<file path="config.mk">
export PLATFORM = sky130hd
export DESIGN_NAME = mem_arbiter
export DESIGN_NICKNAME = d
export VERILOG_FILES = /design/src/rtl/mem_arbiter.sv
export SDC_FILE = /design/constraint.sdc
export NUM_CORES = 1
export LEC_CHECK = 0
export BUFFER_PORTS_ARGS = -buffer_cell sky130_fd_sc_hd__buf_2
export CAP_MARGIN = 25
export CORE_MARGIN = 2
export CORE_UTILIZATION = 52
export CTS_CLUSTER_SIZE = 20
export DETAILED_ROUTE_END_ITERATION = 8
export PLACE_DENSITY_LB_ADDON = 0.15
export SKIP_LAST_GASP = 1
export SLEW_MARGIN = 30
export SYNTH_ARGS = -nofsm -noshare
export SYNTH_HDL_FRONTEND = slang
export SYNTH_SLANG_ARGS = --single-unit
export TNS_END_PERCENT = 5
</file>
<file path="constraint.sdc">
create_clock -name Clk -period 2.5 [get_ports Clk]
set_input_delay 0.5 -clock Clk [delete_from_list [all_inputs] [get_ports Clk]]
set_output_delay 0.5 -clock Clk [all_outputs]
set_load 0.1 [all_outputs]
</file>
<file path="src/rtl/mem_arbiter.sv">
`default_nettype none
// ============================================================================
//  Module   : mem_arbiter
//  Purpose  : Two-port (CPU / debug loader) arbiter in front of an
//             asynchronous SRAM. Each port owns a one-entry command register;
//             a round-robin FSM (IDLE -> ACCESS -> DONE) serves one command
//             at a time with active-low SRAM strobes.
//  Ports    : Clk, Reset (async, active-low)
//             cpu_* : req/we/addr/wdata in, rdy/ack/rdata out
//             dbg_* : same semantics as the CPU port
//             Mem_* : active-low CE/UB/LB/OE/WE, ADDR, Dout, Dout_en out,
//                     Din in
//             busy  : high whenever the FSM is not IDLE
//  Revision : 1.0 - initial release
// ============================================================================
module mem_arbiter #(
  parameter int ACCESS_CYCLES = 2  // strobe width in cycles, legal 1..7
) (
  input  logic        Clk,
  input  logic        Reset,
  input  logic        cpu_req,
  input  logic        cpu_we,
  input  logic [15:0] cpu_addr,
  input  logic [15:0] cpu_wdata,
  output logic        cpu_rdy,
  output logic        cpu_ack,
  output logic [15:0] cpu_rdata,
  input  logic        dbg_req,
  input  logic        dbg_we,
  input  logic [15:0] dbg_addr,
  input  logic [15:0] dbg_wdata,
  output logic        dbg_rdy,
  output logic        dbg_ack,
  output logic [15:0] dbg_rdata,
  output logic        Mem_CE,
  output logic        Mem_UB,
  output logic        Mem_LB,
  output logic        Mem_OE,
  output logic        Mem_WE,
  output logic [15:0] Mem_ADDR,
  output logic [15:0] Mem_Dout,
  output logic        Mem_Dout_en,
  input  logic [15:0] Mem_Din,
  output logic        busy
);

  localparam logic [2:0] C_CNT_LOAD = 3'(ACCESS_CYCLES - 1);

  typedef enum logic [1:0] {
    ST_IDLE   = 2'd0,
    ST_ACCESS = 2'd1,
    ST_DONE   = 2'd2
  } state_t;

  state_t      r_state;
  logic [2:0]  r_cnt;

  logic        r_cpu_pend, r_cpu_we;
  logic [15:0] r_cpu_addr, r_cpu_wdata;
  logic        r_dbg_pend, r_dbg_we;
  logic [15:0] r_dbg_addr, r_dbg_wdata;

  logic        r_gnt_dbg;   // port currently in service (1 = dbg)
  logic        r_gnt_we;    // direction of the access in service
  logic        r_last_dbg;  // last port granted; the other wins a tie

  logic        w_dbg_gnt;
  logic        w_sel_we;
  logic [15:0] w_sel_addr, w_sel_wdata;

  // CPU wins unless only dbg is pending, or both are pending and CPU went last.
  assign w_dbg_gnt   = r_dbg_pend & (~r_cpu_pend | ~r_last_dbg);
  assign w_sel_we    = w_dbg_gnt ? r_dbg_we    : r_cpu_we;
  assign w_sel_addr  = w_dbg_gnt ? r_dbg_addr  : r_cpu_addr;
  assign w_sel_wdata = w_dbg_gnt ? r_dbg_wdata : r_cpu_wdata;

  assign cpu_rdy = ~r_cpu_pend;
  assign dbg_rdy = ~r_dbg_pend;
  assign busy    = (r_state != ST_IDLE);

  always_ff @(posedge Clk or negedge Reset) begin
    if (!Reset) begin
      r_state     <= ST_IDLE;
      r_cnt       <= 3'd0;
      r_cpu_pend  <= 1'b0;
      r_cpu_we    <= 1'b0;
      r_cpu_addr  <= 16'h0000;
      r_cpu_wdata <= 16'h0000;
      r_dbg_pend  <= 1'b0;
      r_dbg_we    <= 1'b0;
      r_dbg_addr  <= 16'h0000;
      r_dbg_wdata <= 16'h0000;
      r_gnt_dbg   <= 1'b0;
      r_gnt_we    <= 1'b0;
      r_last_dbg  <= 1'b1;
      cpu_ack     <= 1'b0;
      dbg_ack     <= 1'b0;
      cpu_rdata   <= 16'h0000;
      dbg_rdata   <= 16'h0000;
      Mem_CE      <= 1'b1;
      Mem_UB      <= 1'b1;
      Mem_LB      <= 1'b1;
      Mem_OE      <= 1'b1;
      Mem_WE      <= 1'b1;
      Mem_ADDR    <= 16'h0000;
      Mem_Dout    <= 16'h0000;
      Mem_Dout_en <= 1'b0;
    end else begin
      // Command capture: fields are frozen here and never re-sampled.
      if (cpu_req && !r_cpu_pend) begin
        r_cpu_pend  <= 1'b1;
        r_cpu_we    <= cpu_we;
        r_cpu_addr  <= cpu_addr;
        r_cpu_wdata <= cpu_wdata;
      end
      if (dbg_req && !r_dbg_pend) begin
        r_dbg_pend  <= 1'b1;
        r_dbg_we    <= dbg_we;
        r_dbg_addr  <= dbg_addr;
        r_dbg_wdata <= dbg_wdata;
      end

      case (r_state)
        ST_IDLE: begin
          if (r_cpu_pend || r_dbg_pend) begin
            r_state    <= ST_ACCESS;
            r_cnt      <= C_CNT_LOAD;
            r_gnt_dbg  <= w_dbg_gnt;
            r_last_dbg <= w_dbg_gnt;
            r_gnt_we   <= w_sel_we;
            Mem_ADDR   <= w_sel_addr;
            Mem_CE     <= 1'b0;
            Mem_UB     <= 1'b0;
            Mem_LB     <= 1'b0;
            Mem_OE     <= w_sel_we;
            Mem_WE     <= ~w_sel_we;
            if (w_sel_we) begin
              Mem_Dout    <= w_sel_wdata;
              Mem_Dout_en <= 1'b1;
            end
          end
        end

        ST_ACCESS: begin
          if (r_cnt == 3'd0) begin
            r_state <= ST_DONE;
            Mem_CE  <= 1'b1;
            Mem_UB  <= 1'b1;
            Mem_LB  <= 1'b1;
            Mem_OE  <= 1'b1;
            Mem_WE  <= 1'b1;
            // Mem_Dout_en / Mem_Dout / Mem_ADDR stay put through DONE so a
            // write has data hold time after WE rises.
            if (r_gnt_dbg) begin
              dbg_ack <= 1'b1;
              if (!r_gnt_we) dbg_rdata <= Mem_Din;
            end else begin
              cpu_ack <= 1'b1;
              if (!r_gnt_we) cpu_rdata <= Mem_Din;
            end
          end else begin
            r_cnt <= r_cnt - 3'd1;
          end
        end

        ST_DONE: begin
          r_state     <= ST_IDLE;
          cpu_ack     <= 1'b0;
          dbg_ack     <= 1'b0;
          Mem_Dout_en <= 1'b0;
          if (r_gnt_dbg) r_dbg_pend <= 1'b0;
          else           r_cpu_pend <= 1'b0;
        end

        default: r_state <= ST_IDLE;
      endcase
    end
  end

endmodule
`default_nettype wire

</file>
## After elaboration in Yosys (flattened, before gate mapping)

Cells that the tools add are included.

- Register bits after elaboration: 146
- Input port bits: 86
- Output and inout port bits: 75

- Equality and inequality tests: 8
- Reductions and logical operators: 21
- Bitwise logic cells: 8
- Muxes and demuxes: 31
- Add/sub/neg operators: 1

Operators by type and width:

| operator | count |
|---|---|
| $mux W16 | 2 |
| $reduce_and A3 Y1 | 6 |
| $mux W1 | 17 |
| $ne A2 B2 Y1 const B | 6 |
| $pmux W1 S2 | 6 |
| $reduce_and A4 Y1 | 2 |
| $reduce_bool A2 Y1 | 4 |
| $mux W3 | 2 |
| $not A1 Y1 | 6 |
| $pmux W3 S2 | 1 |
| $mux W2 | 2 |
| $pmux W2 S2 | 1 |
| $reduce_and A2 Y1 | 2 |
| $logic_not A3 Y1 | 1 |
| $sub A3 B1 Y3 const B | 1 |
| $eq A2 B1 Y1 const B | 1 |
| $eq A2 B2 Y1 const B | 1 |
| $logic_and A1 B1 Y1 | 2 |
| $logic_not A1 Y1 | 2 |
| $logic_not A2 Y1 | 1 |
| $and A1 B1 Y1 | 1 |
| $logic_or A1 B1 Y1 | 1 |
| $or A1 B1 Y1 | 1 |

## Logic depth before layout (Yosys ltp)

Gate-level depths: netlist of the first run.

- Depth in word-level cells: 7
- Mapped depth: 7

## Worst setup path after synthesis of the first run

No wires, ideal clock.

- Path type: register -> register
- Start point: reg r_cnt[0]
- End point: reg cpu_rdata[10]
- Setup slack: 0.591 ns
- Period minus slack after synthesis: 1.909 ns
- Stages on the path, launching flop included: 8
- Path buffers: 2
- Arrival time: 1.784 ns
- Cell sequence: dfrtp_1 > inv_1 > ha_1 > and4bb_2 > buf_4 > nor3b_4 > buf_6 > mux2_2

- Cells in the longest elaborated chain, start to end: 2

Ends and longest elaborated chain:

| element | line | text |
|---|---|---|
| start: declaration | 56 | `logic [2:0] r_cnt;` |
| start signal: assignment | 162 | `r_cnt <= r_cnt - 3'd1;` |
| $logic_not A3 Y1 | 145 | `if (r_cnt == 3'd0) begin` |
| $reduce_and A4 Y1 (no source line) | -- |  |
| end signal: assignment | 159 | `if (!r_gnt_we) cpu_rdata <= Mem_Din;` |
| end: declaration | 27 | `output logic [15:0] cpu_rdata,` |

Every way passes these cells.
A chain may end at the register's enable or synchronous reset.

## Worst setup path in the final report of the first run

- Start point: reg r_cnt[0]
- End point: reg dbg_rdata[10]

- Cells in the longest elaborated chain, start to end: 2

Ends and longest elaborated chain:

| element | line | text |
|---|---|---|
| $logic_not A3 Y1 | 145 |  |
| $reduce_and A4 Y1 (no source line) | -- |  |
| end signal: assignment | 156 | `if (!r_gnt_we) dbg_rdata <= Mem_Din;` |
| end: declaration | 34 | `output logic [15:0] dbg_rdata,` |

Every way passes these cells.

==> results.cfg, run 1 <==
[outcome]
status = complete, no violations

[synthesis]
synthFlopType = dfrtp_1
synth-seq-cells = 146
ys_seq_area_share_pct = 61.08
synth_compound_area_share_pct = 8.189
yosysWarnings = 0
synth-edff-count = 0
synthMuxAreaShare_pct = 18.76
synth_top_family_by_area = multiplexers
netlist.area_leader.share_pct = 59.33
synth-simple-area-share_pct = 8.586
syn_inst = 442
synth.cell_area_um2 = 5989
yosysTopAreaCell = dfrtp_1
async_flop_share_pct = 100.0
ys_top_cells_by_area = dfrtp_1 59%, mux2_2 18%, o311a_1 2.7%
avgSynthCellArea_um2 = 13.55
synth_xor_area_share_pct = 0
synthAdderAreaFrac_pct = 0.4178
ys_types = 41
synth_nets = 530

[finish]
synthToLayoutAreaGrowth_pct = 27.34
drive_gt1_share_pct = 51.30
utilization_pct = 67.37
stdcell_area_um2 = 7627
stdcell_count = 759
diodes = 0
nets = 691

[die]
row_count = 39
die_area_um2 = 12390
dieHeight_um = 111.3
ios = 161
core-area_um2 = 11320
start_util_pct = 52.91
die_w_um = 111.3

[worst_setup_path]
crit_path_max_fanout = 16
crit_slowest_cell = mux2_2
worstSetupPathType = reg -> reg
critPathMaxStageDelay_ns = 0.42
crit_path_end_kind = flop
critPathRequiredTime_ns = 2.79
worstPathCellList = inv_1 -> ha_1 -> and4bb_2 -> nand3b_2 -> mux2_2
worstPathArrival_ns = 2.27
start_kind = flop

[timing]
fin_crit_ns = 1.983
clock_skew_ns = 0.01033
fmax_mhz = 504.3
setup_viol = 0
rsz0062_at_grt = false
max_slew.worst_pin.slew_ns = 0.7397
hold_viol = 0
fin_crit_sh_pct = 79.32
fin_tns_setup_ns = 0
final-max-slew-violation-count = 0
slew_headroom_pct = 50.69

[clock_network]
cts_hold_buf = 0
cts.sinks = 146
cts_setup_buffers = 0
cts-resized-gates = 0
htree_levels = 4
cts_buffer_depth = 2
numCtsBuffers = 17
clock_latency_ns = 0.41
root_buffer = clkbuf_16
clk_pin_slew_ns = 0.06
tritoncts = yes

[drt]
first_pass_iters = 5
drc = 0
vias_per_cell = 5.560
num_vias = 4220
drt_wl_total_mm = 13.80
drt-wirelength-per-cell_um = 18.18
drtIter0Drc = 298
detail-route-antenna-nets = 0

[placement]
dpl_cell_area_um2 = 6984
place.port_buffers = 160
routabilityCongestion = 0.7682
dpl.hpwl_mm = 9.308
dp_cells = 727

[grt]
grt.total_usage_pct = 23.28
first_global_vias = 4407
grt_first_pass_wirelength_mm = 22.63
gr-total-overflow = 0
grt_max_degree = 66
antenna_found_initial = 0

[min_path]
hold_class = in -> async

[flow_run]
maxCapViolCount = 0
## critical path, delay by kind of cell, from the launching register on
kind / cells / cell delay, ns
buffers and inverters: 1 / 0.10
multiplexers: 1 / 0.42
AND/OR/NAND/NOR: 2 / 0.77
flip-flops: 1 / 0.37
adder cells (fa/ha/maj): 1 / 0.19
## routing by layer
| metal | global-route usage (%) | up-vias | part of all wire [%] |
|---|---|---|---|
| met3 | 6.506 | 11 | 7.9 |
| li1 | - | 1924 | - |
| met1 | 32.15 | 2116 | 43 |
| met2 | 35.85 | 169 | 48 |
| met5 | 0 | - | 0 |
| met4 | 8.230 | 0 | 0.83 |
## path summary, 6_finish.rpt
| path | end | cells after the start | slack [ns] | from |
|---|---|---|---|---|
| max | dbg_rdata[10] | 5 | 0.52 | r_cnt[0] |
| min | r_cpu_wdata[3] | 1 | 0.07 | Reset |
| max reg2reg | dbg_rdata[10] | 5 | 0.52 | r_cnt[0] |
| min reg2reg | Mem_Dout_en | 2 | 0.48 | Mem_Dout_en |
| max in group asynchronous | Mem_Dout[5] | 2 | 1.79 | Reset |
| min in group Clk | r_dbg_addr[3] | 2 | 0.31 | dbg_addr[3] |
## area by class of cell
class                      count  area [um2]
clock inverter                11       182.7
inverter                       7       26.28
fill                         849        3694
multi-input combinational    257        2171
sequential                   146        3659
tap                          143       178.9
timing repair buffer         174       949.7
clock buffer                  21       460.4
## state kept, by name (all words and copies together) (netlist names), 2 cells and up
name / flops
Mem_ADDR: 16
dbg_rdata: 16
r_dbg_addr: 16
r_cpu_wdata: 16
r_cnt: 3
r_cpu_addr: 16
r_dbg_wdata: 16
Mem_Dout: 16
r_state: 2
cpu_rdata: 16
## cell usage after synthesis, drive strengths merged, types with 2 or more instances
library cell	n
dfrtp	142
mux2	98
nand2	35
a21oi	23
clkbuf	20
a31oi	16
nand4b	16
o311a	16
or3	16
buf	12
inv	7
dfstp	4
nand2b	3
nor2	3
nor2b	3
a21bo	2
a22o	2
and3	2
ha	2
mux2i	2
nor3b	2
o22a	2
## cell usage in the layout (no fill, tap or decap), types with 3 or more instances in the layout
| cell type | count |
|---|---|
| o311a_1 | 16 |
| buf_2 | 159 |
| inv_1 | 7 |
| clkinv_2 | 5 |
| bufinv_16 | 5 |
| mux2_2 | 98 |
| nand4b_1 | 16 |
| buf_12 | 3 |
| a31oi_1 | 16 |
| dfrtp_1 | 142 |
| a21oi_1 | 23 |
| buf_4 | 11 |
| clkbuf_16 | 17 |
| dfstp_2 | 4 |
| or3_1 | 16 |
| nand2_1 | 35 |
| nand2b_1 | 3 |
## logic make-up after synthesis
kind of cell | count (synthesis)
flops | 146
buf+inv | 39
compound gates | 69
mux | 100
simple gates | 86
fa+ha+maj | 2
## through the flow
step	setup WS, ns	hold slack [ns]
final	0.5169	0.06732
after global routing	0.3892	0.1090
after CTS	0.4886	0.08706
after detailed placement	0.5251	0.4698
after global placement	0.5837	0.4671
after floorplan	0.5909	0.2044
Power of run 1 is left out: the tool's default activity adds up to more than one toggle a clock period on the data nets, which glitch-free logic cannot reach.
==> run 2, diff against run 1 <==
ABC_AREA = 1   (was default)
CORE_UTILIZATION = 48   (was 52)
clock period = 1.8 ns   (was 2.5 ns; I/O delays follow)
==> run 2 against run 1 <==
Die area up 10%; setup slack worse by 0.51 ns; critical path depth down 2; flip-flop and latch count unchanged; core utilization down 5.8 points; clock-buffer cell count up 6; register-to-register slack worse by 0.36 ns; via count up 23%; first-iteration DRC count up 15%; non-clock buffer count up 5; clock skew down 0.0048 ns; synthesized cell count up 60%; critical path type is now reg -> out; highest routed layer unchanged.
==> results.cfg, run 2 <==
[worst_setup_path]
critPathRequiredTime_ns = 1.44
start_kind = flop
reg2reg_slack_ns = 0.16
crit_path_max_fanout = 5
r2r_start = r_state[1]
r2r_end = Mem_Dout[10]
crit_path_end_kind = output pin
worstSetupPathType = reg -> out
reg2reg_depth = 7
worstPathArrival_ns = 1.43

[synthesis]
synth_nets = 795
synth-edff-count = 0
synthFlopType = dfrtp_1
ys_seq_area_share_pct = 59.71
yosysWarnings = 0
yosysTopAreaCell = dfrtp_1
yosysMostFrequentCell = nand2_1
avgSynthCellArea_um2 = 8.666
syn_inst = 707
synth-seq-cells = 146
netlist.area_leader.share_pct = 57.99
synth_common_cells = 266 x nand2_1, 142 x dfrtp_1, 86 x nand3_1, 48 x inv_1, 31 x nor2_1
async_flop_share_pct = 100.0
synth.cell_area_um2 = 6127
ys_types = 22
ys_top_cells_by_area = dfrtp_1 58%, nand2_1 16%, nand3_1 7.0%

[placement]
dpl.hpwl_mm = 10.30
dpl_cell_area_um2 = 7124
place.port_buffers = 160
routabilityCongestion = 0.7907
dp_cells = 1014

[drt]
drt-wirelength-per-cell_um = 14.09
vias_per_cell = 4.954
drc = 0
drtIter0Drc = 343
first_pass_iters = 4
num_vias = 5192
detail-route-antenna-nets = 0
drt_wl_total_mm = 14.76

[die]
die_w_um = 117.0
ios = 161
start_util_pct = 48.95
die_area_um2 = 13680
row_count = 41
dieHeight_um = 117.0
core-area_um2 = 12520

[grt]
gr-total-overflow = 0
grt_max_degree = 51
first_global_vias = 5135
grt.total_usage_pct = 22.89
antenna_found_initial = 0
grt_first_pass_wirelength_mm = 24.20

[finish]
synthToLayoutAreaGrowth_pct = 25.87
n_fill_cell = 1140
stdcell_area_um2 = 7712
nets = 950
stdcell_count = 1048
layout_common_cells = 263 x nand2_1, 157 x buf_2, 142 x dfrtp_1, 86 x nand3_1, 48 x inv_1
final_common_cell = nand2_1
drive_gt1_share_pct = 25.37

[min_path]
hold_class = in -> reg
min-delay-start = cpu_wdata[1]
holdPathStages = 3
holdPathEnd = r_cpu_wdata[1]

[clock_network]
cts_buffer_depth = 2
cts.sinks = 146
clock_latency_ns = 0.42
htree_levels = 4
clk_pin_slew_ns = 0.06
tritoncts = yes
root_buffer = clkbuf_16
numCtsBuffers = 17

[flow_run]
maxCapViolCount = 0

[timing]
fin_tns_setup_ns = 0
clock_skew_ns = 0.005516
rsz0062_at_grt = true
setup_viol = 0
fin_crit_ns = 1.789
fin_crit_sh_pct = 99.39
hold_viol = 0
fmax_mhz = 559.0
final-max-slew-violation-count = 0
max_slew.worst_pin.slew_ns = 0.5221
slew_headroom_pct = 65.44

[outcome]
status = complete, no violations
[run 2: metrics by stage]
stage / hold WS [ns] / worst slack (ns) / utilization [%]
after global placement: 0.3125 / 0.1943 / 56.92
final: 0.1793 / 0.01097 / 61.62
after floorplan: 0.06441 / -0.09307 / -
after global routing: 0.1795 / -0.05761 / 61.60
after CTS: 0.1652 / -0.01390 / 61.60
after detailed placement: 0.3177 / 0.1493 / 56.92
[run 2: worst max path at each step]
stage               start      endpoint  depth (start not counted)
6_report       r_state[0]          busy                          3
5_1_grt        r_state[1]   Mem_Dout[5]                          7
4_1_cts        r_state[0]          busy                          3
3_5_place_dp   r_state[0]  Mem_Dout[10]                          7
3_3_place_gp   r_state[0]   Mem_Dout[7]                          7
2_1_floorplan  r_cpu_pend       cpu_rdy                          2
[run 2: area by class of cell]
| type | instances | area, um2 | share of cell area, % |
|---|---|---|---|
| diodes | 1 | 2.502 | 0.03245 |
| clock buffers | 27 | 523.0 | 6.781 |
| clock inverters | 5 | 50.05 | 0.6489 |
| inverters | 51 | 193.9 | 2.515 |
| multi-input cells | 467 | 2062 | 26.74 |
| flip-flops and latches | 146 | 3659 | 47.44 |
| well taps | 172 | 215.2 | 2.790 |
| repair buffers | 179 | 1007 | 13.06 |
[run 2: repair_timing]
| action | 4_1_cts | 5_1_grt |
|---|---|---|
| buffers inserted | 0 | 0 |
| hold buffers | 1 | 0 |
| setup endpoints to repair | 2 | 18 |
| hold endpoints to repair | 40 | 0 |
| resized for setup | 1 | 0 |
[run 2: kinds of logic after synthesis]
family                   count (synthesis)  synth area share, %
AND/OR/NAND/NOR                        389                26.16
flip-flops                             146                59.71
buffers and inverters                   94                6.759
AO/OA/AOI/OAI                           75                6.821
adder cells (fa/ha/maj)                  2               0.4083
XOR/XNOR                                 1               0.1430
[run 2: layer usage]
layer  up-vias  part of all wire, %  track usage [%]
li1       2550                    -                -
met1      2463                   44            29.39
met2       156                   48            37.92
met3        23                  5.9            5.201
met4         0                  2.1            9.176
met5         -                    0                0
[run 2: critical path, stage by stage (launching register included)]
cell	delay [ns]
dfrtp_1	0.41
inv_1	0.07
nand2_2	0.08
buf_2	0.45
Power of run 2 is left out for the same reason.
==> run 3, diff against run 2 <==
CORE_ASPECT_RATIO = 2   (was default)
RECOVER_POWER = 50   (was default)
==> run 3 against run 2 <==
Register-to-register slack about the same; hold slack got worse by 0.014 ns; clock-buffer cell count is 9 lower; core utilization decreased by 0.63 points; clock skew rose by 0.0047 ns; via count grew 1.3%; critical path type unchanged; critical endpoint is now Mem_UB.
==> results.cfg, run 3 (synthesis gave the netlist of run 2 again) <==
[outcome]
status = complete, no violations

[finish]
register_area_um2 = 3659
n_fill_cell = 1163
nets = 952
layout_common_cells = 263 x nand2_1, 157 x buf_2, 142 x dfrtp_1, 86 x nand3_1, 49 x inv_1
drive_gt1_share_pct = 25.77
synthToLayoutAreaGrowth_pct = 24.95
multi_input_area_um2 = 2066
stdcell_count = 1027
stdcell_area_um2 = 7656
diodes = 0
final_common_cell = nand2_1

[drt]
drtIter0Drc = 380
drc = 0
wl_met2_mm = 8.755
num_vias = 5262
met3WireLength_um = 992
drt_wl_total_mm = 15.94
drt-wirelength-per-cell_um = 15.52
dr.max_layer_used = met4
detail-route-antenna-nets = 0
first_pass_iters = 5
vias_per_cell = 5.124
wl_met1_mm = 5.823

[placement]
dp_cells = 994
routabilityCongestion = 0.9283
dpl_cell_area_um2 = 7116
dpl.hpwl_mm = 11.55
place.port_buffers = 160

[clock_network]
numCtsBuffers = 17
cts.sinks = 146
clk_pin_slew_ns = 0.06
tritoncts = yes
root_buffer = clkbuf_16
clock_latency_ns = 0.43
htree_levels = 4
cts_buffer_depth = 2

[grt]
gr-total-overflow = 0
antenna_found_initial = 0
first_global_vias = 5368
grt.total_usage_pct = 24.39
grt_first_pass_wirelength_mm = 26.23
grt_max_degree = 51

[worst_setup_path]
cpLargestDelayFamily = flip-flops
critPathRequiredTime_ns = 1.44
path_buf_inv = 1
critPathMaxStageDelay_ns = 0.55
cp-startpoint = Mem_LB
r2r_end = r_cpu_addr[4]
reg2reg_depth = 5
start_kind = flop
crit_path_max_fanout = 4
worstPathArrival_ns = 1.40
worstSetupPathType = reg -> out
crit_path_end_kind = output pin
worstPathCellList = buf_2
cp.depth = 1
crit_slowest_cell = dfstp_2
reg2reg_slack_ns = 0.17
r2r_start = r_cpu_pend

[flow_run]
maxCapViolCount = 0

[timing]
fin_tns_setup_ns = 0
fin_crit_sh_pct = 97.61
final-max-slew-violation-count = 0
slew_headroom_pct = 47.06
fmax_mhz = 569.2
hold_viol = 0
rsz0062_at_grt = false
clock_skew_ns = 0.01023
setup_viol = 0
max_slew.worst_pin.slew_ns = 0.7940
fin_crit_ns = 1.757

[die]
ios = 161
core-area_um2 = 12550
row_count = 58
start_util_pct = 48.80
die_w_um = 83.89
die_area_um2 = 13740
dieHeight_um = 163.8

[min_path]
holdPathEnd = r_cpu_wdata[9]
hold_class = in -> reg
min-delay-start = cpu_wdata[9]
holdPathStages = 3
run 3: cell count changes in the layout (fill, tap and decap cells not counted), sizes merged:
cell / delta
clkbuf: -5
inv: +4
clkinvlp: +3
buf: -2
clkinv: +2
diode: -1
run 3: routing by layer:
| layer | global-route usage, % | vias up |
|---|---|---|
| li1 | - | 2553 |
| met1 | 25.80 | 2508 |
| met2 | 46.15 | 183 |
| met3 | 6.281 | 18 |
| met4 | 8.578 | 0 |
| met5 | 0 | - |
run 3: final cells by class:
| cell class | count | share of cell area, % |
|---|---|---|
| Sequential cell | 146 | 47.79 |
| Multi-Input combinational cell | 467 | 26.98 |
| Timing Repair Buffer | 181 | 12.93 |
| Clock buffer | 18 | 5.605 |
| Inverter | 51 | 2.533 |
| Tap cell | 150 | 2.451 |
| Clock inverter | 14 | 1.716 |
run 3: repair_timing:
action                                 4_1_cts  5_1_grt
hold buffers                                 1        0
buffers inserted                             0        0
setup endpoints to repair                    1        1
resized for setup                            1        2
endpoints found under the hold margin       39        0
run 3: worst max path at each step:
stage                     slack (ns)           end
final                           0.04        Mem_UB
after global routing           0.009        Mem_LB
after floorplan                -0.09       cpu_rdy
after detailed placement        0.24  dbg_rdata[7]
after CTS                       0.01       dbg_rdy
after global placement          0.36  cpu_rdata[2]
run 3: stage by stage:
stage	hold WS (ns)	setup WS, ns	utilization [%]
after detailed placement	0.3265	0.2367	56.68
final	0.1658	0.04308	60.98
after global placement	0.3201	0.3582	56.68
after floorplan	0.06441	-0.09307	-
after CTS	0.1593	0.01156	61.24
after global routing	0.1720	0.008667	60.98
run 3: tightest hold or removal path: stages:
cell	delay [ns]
buf_2	0.07
nand3_1	0.06
nand2_1	0.06
Power of run 3 is left out for the same reason.
